<file path="src/rtl/countdown_pkg.sv">
// Shared definitions for the loadable down-counter.
// Mode encoding, FSM state type and default width.
package countdown_pkg;

  localparam int DEFAULT_WIDTH = 8;

  localparam logic MODE_STEP      = 1'b0;
  localparam logic MODE_OVERWRITE = 1'b1;

  typedef enum logic [1:0] {
    IDLE = 2'd0,
    RUN  = 2'd1,
    DONE = 2'd2
  } state_e;

endpackage

</file>
<file path="src/rtl/countdown_counter.sv">
// Loadable saturating down-counter with one-cycle expiry pulse.
// Define COUNTDOWN_AUTO_RELOAD_EN for periodic reload on expiry.
module countdown_counter
  import countdown_pkg::*;
#(
  parameter int WIDTH = DEFAULT_WIDTH,
  parameter int STEP  = 1
) (
  input  logic             clk,
  input  logic             rst,
  input  logic             mode,
  input  logic             en,
  input  logic [WIDTH-1:0] write_data,
  output logic [WIDTH-1:0] count,
  output logic             zero,
  output logic             expired,
  output logic             busy
);

  localparam logic [WIDTH:0] STEP_X = (WIDTH+1)'(STEP);

  state_e           state_q, state_d;
  logic [WIDTH-1:0] count_q, count_d;
  logic [WIDTH-1:0] reload_q, reload_d;
  logic             expired_q, expired_d;
  logic             busy_q, busy_d;
  logic [WIDTH:0]   diff;
  logic             hits_zero;

  // Borrow or exact zero both mean the step lands on zero.
  assign diff      = {1'b0, count_q} - STEP_X;
  assign hits_zero = diff[WIDTH] || (diff[WIDTH-1:0] == '0);

  always_comb begin
    state_d   = state_q;
    count_d   = count_q;
    reload_d  = reload_q;
    expired_d = 1'b0;
    if (mode == MODE_OVERWRITE) begin
      count_d  = write_data;
      reload_d = write_data;
      state_d  = (write_data != '0) ? RUN : IDLE;
    end else if (state_q == RUN) begin
`ifdef COUNTDOWN_AUTO_RELOAD_EN
      if (count_q == '0 && reload_q != '0) begin
        count_d = reload_q;
      end else if (en) begin
        if (hits_zero) begin
          count_d   = '0;
          expired_d = 1'b1;
          state_d   = (reload_q != '0) ? RUN : DONE;
        end else begin
          count_d = diff[WIDTH-1:0];
        end
      end
`else
      if (en) begin
        if (hits_zero) begin
          count_d   = '0;
          expired_d = 1'b1;
          state_d   = DONE;
        end else begin
          count_d = diff[WIDTH-1:0];
        end
      end
`endif
    end
    busy_d = (state_d == RUN);
  end

  always_ff @(posedge clk or negedge rst) begin
    if (!rst) begin
      state_q   <= IDLE;
      count_q   <= '0;
      reload_q  <= '0;
      expired_q <= 1'b0;
      busy_q    <= 1'b0;
    end else begin
      state_q   <= state_d;
      count_q   <= count_d;
      reload_q  <= reload_d;
      expired_q <= expired_d;
      busy_q    <= busy_d;
    end
  end

  assign count   = count_q;
  assign zero    = (count_q == '0);
  assign expired = expired_q;
  assign busy    = busy_q;

endmodule

</file>
<file path="config.mk">
export PLATFORM = sky130hd
export DESIGN_NAME = countdown_counter
export DESIGN_NICKNAME = d
export VERILOG_FILES = /design/src/rtl/countdown_pkg.sv /design/src/rtl/countdown_counter.sv
export SDC_FILE = /design/constraint.sdc
export NUM_CORES = 1
export LEC_CHECK = 0
export CORE_MARGIN = 5
export CORE_UTILIZATION = 40
export CTS_CLUSTER_DIAMETER = 40
export CTS_CLUSTER_SIZE = 25
export DETAILED_ROUTE_END_ITERATION = 7
export PLACE_DENSITY = 0.69
export SKIP_LAST_GASP = 1
export SLEW_MARGIN = 20
export SYNTH_ARGS = -nofsm -noshare
export SYNTH_HDL_FRONTEND = slang
export SYNTH_SLANG_ARGS = --single-unit
</file>
<file path="constraint.sdc">
create_clock -name clk -period 2.4 [get_ports clk]
set_input_delay 0.48 -clock clk [delete_from_list [all_inputs] [get_ports clk]]
set_output_delay 0.48 -clock clk [all_outputs]
set_load 0.005 [all_outputs]
</file>
==> run metrics <==
Sw Ratio 31.72%; Final min period roughly 2.2 ns; Startpoint Class register; Crit. Startpoint count[6]; Post-synth top flop dfrtp_1; final hold viol count 0; DRC viols 0; largest net degree at the start of global routing 13; endpoint class of the critical path output pin; Leak 0.4329 nW; number of fill cells between 150 and 200; setup tns final 0 ns; clock tree buffer depth 2; number of flops mapped to enable cells by yosys 0; Synth Net Count 96; max_slew headroom 62.97%; Hold WS 0.5725 ns; fraction of layout cells with a size suffix above 1 18.02%; CTS H-tree depth 1; number of I/O port buffers 22; CTS Sinks 12; CP Data Arrival Time 1.74 ns; Reg-to-Reg Start count[0]; Die H around 54 um; worst-path maximum fanout 4; IR drop worst, VDD 0.0003287 V; clock skew about 0.0027 ns; Seq cells post-synth 12; largest stage delay on the critical path 0.59 ns; Reg power frac 43.5%; Peak Freq about 0.45 GHz; Tightest Pin Transition approximately 0.55 ns; Routed Wire Length 2.232 mm; outcome completed; leading cell type in the layout, fill and taps excluded clkdlybuf4s50_1; DR pass1 iterations 4; ant diodes 0; total gr overflow 0; post-synthesis sequential area ratio between 30% and 40%; Int Pwr 0.3922 mW; first-pass GRT wire length 3.581 mm; Data required, critical path 1.92 ns; Final setup violation count 0; Post-CTS Hold Buffers 0; initial DRC count 28; Ports 23; area grow syn2layout 41.63%; multi-input logic area 471.7 um^2; total die area 2947 um^2; Total Power 0.5744 mW; Sw Pwr approximately 0.18 mW; total track usage 17.19%; commonest cells after routing, fill and taps aside clkdlybuf4s50_1 (21), dfrtp_1 (12), nand2_1 (8), buf_4 (7); clock share of power 21.0%; CTS tree yes; placeable core region 1922 um^2; synthesized area roughly 780 um^2; Clock transition at path regs roughly 0.070 ns; via/cell ratio 5.812; ys async rst share between 90% and 100%; nets around 130; max-cap viol count 0; placer congestion estimate about 0.9; Post-Synthesis Cells between 80 and 90; crit path kind register to output pin; WL/cell 16.17 um; CP top delay family simple AND/OR/NAND/NOR gates; ANT nets after route 0; Max Slew Vio Count 0; Combinational Power Share between 30% and 40%; CTS Root Cell clkbuf_4; HP Class primary input to asynchronous set/reset pin; DPL Wire Length 1.685 mm; slowest CP cell or4_4; Final Cycle Share 92.58%; total CTS buffers 3; Syn. warnings 0; Die X 54.29 um; Distinct cells, synth 38; post-layout util 57.81%; initial antenna violation count 0; sequential cell area 300.3 um^2; RSZ-0062 raised after global routing false; vias in the first global route 783; Buf/Inv on CP 1; crit path cell chain or4_4 -> nor4b_2 -> dlygate4sd2_1; Starting Density 40.82%; Syn Area/Cell 9.685 um^2; Power Density 517.0 nW/um^2; cell row count 16; via count 802; clk_lat worst skew 0.26 ns
-- per-stage QoR --
stage	worst slack, ns	instance area, um^2	cells
2_1_floorplan	0.5061	784.5	81
3_3_place_gp	0.1559	1084	135
3_5_place_dp	0.1105	1084	135
4_1_cts	0.1619	1111	138
5_1_grt	0.06249	1111	138
6_report	0.1782	1111	138
-- sequential cells by signal (all words and copies together) (netlist names) --
signal and count:
state_q 2, busy 1, expired 1, count 8
-- synth_stat cells (2+ instances only) --
cell / n / area share, %
a21oi_1: 5 / 3.2
a221o_1: 3 / 3.8
a221oi_1: 2 / 2.2
clkbuf_1: 2 / 0.96
dfrtp_1: 12 / 38
ha_1: 3 / 4.8
inv_1: 3 / 1.4
nand2_1: 8 / 3.8
nor2_1: 3 / 1.4
nor2b_1: 4 / 3.2
nor3_1: 2 / 1.3
nor4_1: 5 / 4.0
o21ai_0: 2 / 1.3
o311ai_0: 2 / 2.2
or4_4: 2 / 2.9
-- power by group through the flow --
stage / sequential [mW] / clock [mW] / combinational (mW)
5_1_grt: 0.254 / 0.134 / 0.223
6_report: 0.250 / 0.121 / 0.204
4_1_cts: 0.250 / 0.125 / 0.205
3_5_place_dp: 0.252 / 0 / 0.203
2_1_floorplan: 0.255 / 0 / 0.0913
3_3_place_gp: 0.252 / 0 / 0.198
-- final cells by class --
type                       instances  area share (%)
multi-input combinational         64           42.45
timing repair buffer              29           24.44
sequential                        12           27.03
clock buffer                       3           2.027
inverter                           3           1.014
tap                               27           3.041
-- final timing paths --
check	depth (start not counted)	endpoint	slack, ns
worst max-delay path	3	zero	0.18
worst min-delay path	1	count[3]	0.57
worst max register to register	6	count[3]	0.31
worst min register to register	2	state_q[1]	0.62
max in group asynchronous	1	count[1]	1.46
min in group clk	2	state_q[1]	0.62
-- layer usage --
metal / vias up / global-route usage, % / part of all wire, %
met5: - / 0 / 0
met4: 0 / 7.469 / 1.1
met1: 380 / 20.91 / 41
met3: 4 / 4.087 / 8.6
li1: 380 / - / -
met2: 38 / 28.69 / 49
-- what timing repair did --
item	CTS	global route
gates resized for setup	2	0
setup endpoints to repair	1	0
endpoints found under the hold margin	0	0
setup buffers	0	0
-- kinds of logic (layout without fill, tap and decap cells) --
kind of cell / count (synthesis) / after routing / synth area share, %
and+or+nand+nor: 35 / 35 / 27.75
xor gates and xnor gates: 1 / 1 / 1.117
DFF: 12 / 12 / 38.28
buffers and inverters: 5 / 35 / 2.393
AOI/OAI and AO/OA: 25 / 25 / 25.68
adders and majority gates: 3 / 3 / 4.785
Power figures use the tool's default switching activity.
